### src/rtl/dtm_jtag.sv
// dtm_jtag: RISC-V 0.13 JTAG debug transport module.
// Oversamples the JTAG pins in clk and issues one-cycle DMI requests.
module dtm_jtag #(
  parameter logic [31:0] IDCODE    = 32'h1000_0001,
  parameter int          RDATA_LAT = 1
) (
  input  logic        clk,
  input  logic        resetn,
  input  logic        jtag_tck,
  input  logic        jtag_tms,
  input  logic        jtag_tdi,
  output logic        jtag_tdo,
  output logic        dmi_valid,
  output logic        dmi_wr,
  output logic [6:0]  dmi_addr,
  output logic [31:0] dmi_wdata,
  input  logic [31:0] dmi_rdata
);

  localparam int CW = $clog2(RDATA_LAT + 1) + 1;

  typedef enum logic [3:0] {
    TLR, RTI,
    SEL_DR, CAP_DR, SH_DR, EX1_DR,
    PA_DR, EX2_DR, UPD_DR,
    SEL_IR, CAP_IR, SH_IR, EX1_IR,
    PA_IR, EX2_IR, UPD_IR
  } tap_t;

  typedef enum logic [1:0] {
    DR_IDC, DR_DTM, DR_DMI, DR_BYP
  } dr_t;

  logic [1:0]    r_tck_s;
  logic [1:0]    r_tms_s;
  logic [1:0]    r_tdi_s;
  logic          r_tck_p;
  tap_t          r_state;
  tap_t          w_next;
  logic [4:0]    r_ir;
  logic [4:0]    r_ir_sr;
  logic [40:0]   r_dr_sr;
  logic          r_tdo;
  logic [1:0]    r_dmistat;
  logic [6:0]    r_last_addr;
  logic [31:0]   r_last_rdata;
  logic          r_pend;
  logic          r_rd;
  logic [CW-1:0] r_cnt;
  logic          r_valid;
  logic          r_wr;
  logic [6:0]    r_addr;
  logic [31:0]   r_wdata;

  logic          w_rise;
  logic          w_fall;
  logic          w_tms;
  logic          w_tdi;
  dr_t           w_sel;
  logic [40:0]   w_dr_cap;
  logic [40:0]   w_dr_shf;
  logic          w_upd_dr;
  logic [1:0]    w_op;
  logic          w_dmi_ok;
  logic          w_busy;
  logic          w_issue;

  assign w_rise = r_tck_s[1] & ~r_tck_p;
  assign w_fall = ~r_tck_s[1] & r_tck_p;
  assign w_tms  = r_tms_s[1];
  assign w_tdi  = r_tdi_s[1];

  assign jtag_tdo  = r_tdo;
  assign dmi_valid = r_valid;
  assign dmi_wr    = r_wr;
  assign dmi_addr  = r_addr;
  assign dmi_wdata = r_wdata;

  // two-flop synchronisers plus a delayed tck for edge detection
  always_ff @(posedge clk) begin
    if (!resetn) begin
      r_tck_s <= '0;
      r_tms_s <= '0;
      r_tdi_s <= '0;
      r_tck_p <= 1'b0;
    end else begin
      r_tck_s <= {r_tck_s[0], jtag_tck};
      r_tms_s <= {r_tms_s[0], jtag_tms};
      r_tdi_s <= {r_tdi_s[0], jtag_tdi};
      r_tck_p <= r_tck_s[1];
    end
  end

  // TAP state register
  always_ff @(posedge clk) begin
    if (!resetn) r_state <= TLR;
    else         r_state <= w_next;
  end

  // TAP next state, advancing only on a synced tck rise
  always_comb begin
    w_next = r_state;
    if (w_rise) begin
      unique case (r_state)
        TLR:    w_next = w_tms ? TLR    : RTI;
        RTI:    w_next = w_tms ? SEL_DR : RTI;
        SEL_DR: w_next = w_tms ? SEL_IR : CAP_DR;
        CAP_DR: w_next = w_tms ? EX1_DR : SH_DR;
        SH_DR:  w_next = w_tms ? EX1_DR : SH_DR;
        EX1_DR: w_next = w_tms ? UPD_DR : PA_DR;
        PA_DR:  w_next = w_tms ? EX2_DR : PA_DR;
        EX2_DR: w_next = w_tms ? UPD_DR : SH_DR;
        UPD_DR: w_next = w_tms ? SEL_DR : RTI;
        SEL_IR: w_next = w_tms ? TLR    : CAP_IR;
        CAP_IR: w_next = w_tms ? EX1_IR : SH_IR;
        SH_IR:  w_next = w_tms ? EX1_IR : SH_IR;
        EX1_IR: w_next = w_tms ? UPD_IR : PA_IR;
        PA_IR:  w_next = w_tms ? EX2_IR : PA_IR;
        EX2_IR: w_next = w_tms ? UPD_IR : SH_IR;
        UPD_IR: w_next = w_tms ? SEL_DR : RTI;
        default: w_next = TLR;
      endcase
    end
  end

  // DR selection plus capture and shift values for the selected width
  always_comb begin
    w_sel = DR_BYP;
    unique case (1'b1)
      (r_ir == 5'h01): w_sel = DR_IDC;
      (r_ir == 5'h10): w_sel = DR_DTM;
      (r_ir == 5'h11): w_sel = DR_DMI;
      default:         w_sel = DR_BYP;
    endcase
    w_dr_cap = '0;
    w_dr_shf = {40'b0, w_tdi};
    unique case (w_sel)
      DR_IDC: begin
        w_dr_cap = {9'b0, IDCODE};
        w_dr_shf = {9'b0, w_tdi, r_dr_sr[31:1]};
      end
      DR_DTM: begin
        w_dr_cap = {9'b0, 14'b0, 3'b0, 3'd1,
                    r_dmistat, 6'd7, 4'd1};
        w_dr_shf = {9'b0, w_tdi, r_dr_sr[31:1]};
      end
      DR_DMI: begin
        w_dr_cap = {r_last_addr, r_last_rdata, r_dmistat};
        w_dr_shf = {w_tdi, r_dr_sr[40:1]};
      end
      default: begin
        w_dr_cap = '0;
        w_dr_shf = {40'b0, w_tdi};
      end
    endcase
  end

  assign w_upd_dr = w_fall && (r_state == UPD_DR);
  assign w_op     = r_dr_sr[1:0];
  assign w_dmi_ok = w_upd_dr && (w_sel == DR_DMI) &&
                    (r_dmistat == 2'd0);
  assign w_busy   = w_dmi_ok && r_pend;
  assign w_issue  = w_dmi_ok && !r_pend &&
                    ((w_op == 2'd1) || (w_op == 2'd2));

  // IR, shift registers and TDO driven on the synced tck edges
  always_ff @(posedge clk) begin
    if (!resetn) begin
      r_ir    <= 5'h01;
      r_ir_sr <= '0;
      r_dr_sr <= '0;
      r_tdo   <= 1'b0;
    end else begin
      if (r_state == TLR)
        r_ir <= 5'h01;
      else if (w_fall && (r_state == UPD_IR))
        r_ir <= r_ir_sr;
      if (w_rise) begin
        if (r_state == CAP_IR) r_ir_sr <= 5'b00001;
        if (r_state == SH_IR)  r_ir_sr <= {w_tdi, r_ir_sr[4:1]};
        if (r_state == CAP_DR) r_dr_sr <= w_dr_cap;
        if (r_state == SH_DR)  r_dr_sr <= w_dr_shf;
      end
      if (w_fall) begin
        if (r_state == SH_IR)      r_tdo <= r_ir_sr[0];
        else if (r_state == SH_DR) r_tdo <= r_dr_sr[0];
        else                       r_tdo <= 1'b0;
      end
    end
  end

  // DMI request issue, pending window and read-data latch
  always_ff @(posedge clk) begin
    if (!resetn) begin
      r_dmistat    <= 2'd0;
      r_last_addr  <= '0;
      r_last_rdata <= '0;
      r_pend       <= 1'b0;
      r_rd         <= 1'b0;
      r_cnt        <= '0;
      r_valid      <= 1'b0;
      r_wr         <= 1'b0;
      r_addr       <= '0;
      r_wdata      <= '0;
    end else begin
      r_valid <= 1'b0;
      if (w_upd_dr && (w_sel == DR_DTM) && r_dr_sr[16])
        r_dmistat <= 2'd0;
      if (w_busy)
        r_dmistat <= 2'd3;
      if (w_issue) begin
        r_valid     <= 1'b1;
        r_wr        <= (w_op == 2'd2);
        r_addr      <= r_dr_sr[40:34];
        r_last_addr <= r_dr_sr[40:34];
        if (w_op == 2'd2) r_wdata <= r_dr_sr[33:2];
        r_pend      <= 1'b1;
        r_rd        <= (w_op == 2'd1);
        r_cnt       <= '0;
      end else if (r_pend) begin
        if (r_cnt == CW'(RDATA_LAT)) begin
          r_pend <= 1'b0;
          if (r_rd) r_last_rdata <= dmi_rdata;
        end else begin
          r_cnt <= r_cnt + 1'b1;
        end
      end
    end
  end

endmodule
### config.mk
export PLATFORM = sky130hd
export DESIGN_NAME = dtm_jtag
export DESIGN_NICKNAME = d
export VERILOG_FILES = /design/src/rtl/dtm_jtag.sv
export SDC_FILE = /design/constraint.sdc
export NUM_CORES = 1
export LEC_CHECK = 0
export CAP_MARGIN = 20
export CORE_MARGIN = 3
export CORE_UTILIZATION = 46
export CTS_BUF_LIST = sky130_fd_sc_hd__clkbuf_16
export DETAILED_ROUTE_END_ITERATION = 6
export PLACE_DENSITY = 0.69
export SLEW_MARGIN = 20
export SYNTH_ARGS = -nofsm -noshare
export SYNTH_HDL_FRONTEND = slang
export SYNTH_SLANG_ARGS = --single-unit
### constraint.sdc
create_clock -name clk -period 2.3 [get_ports clk]
set_clock_uncertainty 0.2 [all_clocks]
set_input_delay 0.69 -clock clk [delete_from_list [all_inputs] [get_ports clk]]
set_output_delay 0.69 -clock clk [all_outputs]
set_load 0.005 [all_outputs]
==> results.json <==
{
  "status": "complete, no violations",
  "seq_area_frac_synth_pct": 48.1,
  "power_mw": 5.42,
  "synth_enable_flop_cells": 0,
  "netlist.area_leader.share_pct": 48.1,
  "vias": 5206,
  "final.setup.tns_ps": 0,
  "yosysMostFrequentCell": "dfxtp_1",
  "cp.arrival_ps": 1300,
  "die_width_um": 119,
  "drive_gt1_share_pct": 12.2,
  "grtUsageMet1_pct": 26.8,
  "path_cells": "clkdlybuf4s50_1",
  "setup_violations": 0,
  "routed_wirelength_um": 14800,
  "slowest_stage": "clkdlybuf4s50_1",
  "cts_max_path_buffers": 2,
  "power.density_nw_per_um2": 720,
  "netlist_area_um2": 5870,
  "yosysWarnings": 0,
  "cts_buffers": 17,
  "first_global_vias": 5242,
  "finalMaxSlewViolations": 0,
  "n_fill_cell": 1063,
  "syn_inst": 671,
  "n_antenna_cell": 0,
  "synthTopCellsByArea": "dfxtp_1 48%, a21oi_1 8.7%, o21ai_0 6.7%",
  "cts_tree": "done",
  "dp_hpwl_um": 9670,
  "fp.dieH_um": 119,
  "grt_remaining_overflow": 0,
  "leakagePower_nw": 2.58,
  "drt_iter0_drc": 275,
  "grt_pass1_wl_um": 25000,
  "tightestPinTransition_ps": 927,
  "reg2reg_from": "r_state[2]",
  "post-route-period-util_pct": 95.3,
  "die_area_um2": 14100,
  "slowest_delay_ps": 520,
  "root_buffer": "clkbuf_16",
  "grt.busiest_layer": "met2",
  "worst-setup-path-type": "reg2out",
  "cts.clk_slew.worst_paths_ps": 60,
  "ys_ff_latch": 141,
  "path_buf_inv": 1,
  "antenna_found_initial": 0,
  "finalNetCount": 779,
  "ioPinCount": 79,
  "min-delay-start": "r_tms_s[0]",
  "setup.worst_path.start": "dmi_addr[4]",
  "crit_required_ps": 1410,
  "synthTopCellsByCount": "141 x dfxtp_1, 102 x a21oi_1, 89 x nand2_1",
  "postRouteAntennaNets": 0,
  "fmaxAchievable_ghz": 0.456,
  "globalRouteMet3Util_pct": 5.37,
  "worstPathMaxFanout": 3,
  "finalHoldViolCount": 0,
  "via_per_inst": 5.66,
  "firstDrtPassIters": 5,
  "synth.distinct_cells": 47,
  "clk_latency_ps": 420,
  "rsz0062_at_grt": "false",
  "worstHoldPathType": "reg2reg",
  "syn_area_per_cell_um2": 8.74,
  "ys_async_sr_fraction_pct": 0,
  "vdd_ir_drop_max_uv": 441,
  "crit_family": "buffers and inverters",
  "core_um2": 12300,
  "place.gp.congestion": 0.849,
  "cts_hold_buffers": 0,
  "rows": 40,
  "fin_crit_ps": 2190,
  "clock-sinks": 141,
  "wl_per_cell_um": 16.1,
  "area.growth.synth_to_final_pct": 28.3,
  "start_util_pct": 47.8,
  "yosysTopAreaCell": "dfxtp_1",
  "grt_max_degree": 45,
  "drc": 0,
  "max_cap_viol_count": 0,
  "cp-end-kind": "output pin",
  "max_slew_margin_pct": 38.1,
  "grt.total_usage_pct": 21.5,
  "synth_ff_type": "dfxtp_1",
  "synth_fp_nets": 711,
  "cts-htree-levels": 4,
  "io_buffers": 78,
  "startpoint_type": "flop",
  "met2_usage_pct": 36.0
}
layout make-up:
class | count | area, um^2 | area share (%)
flip-flops and latches | 141 | 2820 | 37.5
multi-input cells | 456 | 2720 | 36.1
repair buffers | 114 | 1140 | 15.1
clock buffers | 17 | 425 | 5.65
well taps | 168 | 210 | 2.79
clock inverters | 15 | 179 | 2.38
inverters | 9 | 33.8 | 0.449
stage by stage:
stage                     utilization [%]  cell area, um^2  worst slack [ps]  hold slack [ps]  std cells
after floorplan                         -             5870               205              212        671
after global placement               56.3             6900               146              215        887
after detailed placement             56.3             6900              55.9              221        887
after CTS                            61.2             7500              68.4              235        919
after global routing                 61.4             7530              19.8              240        920
final                                61.4             7530               109              233        920
flip-flops by register name, summed over array words and instances (netlist names):
| signal | flops |
|---|---|
| r_ir | 5 |
| r_dmistat | 1 |
| r_tms_s | 2 |
| r_rd | 1 |
| r_cnt | 2 |
| jtag_tdo | 1 |
| r_tck_s | 2 |
| dmi_valid | 1 |
| r_tdi_s | 2 |
| r_state | 4 |
| r_ir_sr | 5 |
| dmi_wr | 1 |
| dmi_wdata | 32 |
| r_dr_sr | 41 |
| r_tck_p | 1 |
| dmi_addr | 7 |
| r_pend | 1 |
| r_last_rdata | 32 |
logic make-up after synthesis:
family	count (synthesis)	synth area share, %
and+or+nand+nor	189	16.2
AOI/OAI and AO/OA	236	24.5
DFF	141	48.1
xor gates and xnor gates	3	0.448
muxes	25	4.27
adders and majority gates	3	0.640
buffers and inverters	74	5.82
what timing repair did:
item                       CTS  global route
buffers inserted             0             1
resized for setup            0             1
setup endpoints to repair    0             8
final timing paths:
check        slack (ps)          end  cells after the start
max                 110  dmi_addr[4]                      1
max reg2reg         190   r_dr_sr[4]                      6
min                 230   r_tms_s[1]                      1
min reg2reg         230   r_tms_s[1]                      1
routing by layer:
metal	part of all wire (%)	up-vias	routed length, um
li1	-	2549	-
met5	0	-	0
met2	48	139	7190
met3	5.0	23	743
met4	1.8	0	266
met1	45	2495	6620
cells in the final DEF (no fill, tap or decap), drive strengths merged, types with 2 or more instances in the layout:
cell type      count
dfxtp            141
a21oi            102
nand2             89
o21ai             78
clkdlybuf4s50     78
nand4             36
buf               36
mux2i             25
a22oi             23
nor2              22
clkbuf            17
inv               12
o2bb2ai            9
and2               7
a31oi              7
clkinv             7
nand3              6
nor3               5
nor2b              5
a211oi             5
nand2b             4
a32oi              4
bufinv             4
nor4b              4
xnor2              3
ha                 3
nor3b              3
and3               2
and4               2
report_power, final:
group	internal [mW]	switching, mW
sequential	2.45	0.00716
combinational	0.0852	0.0651
clock	1.79	1.02
Note: power is estimated with default switching activity, not from simulation.
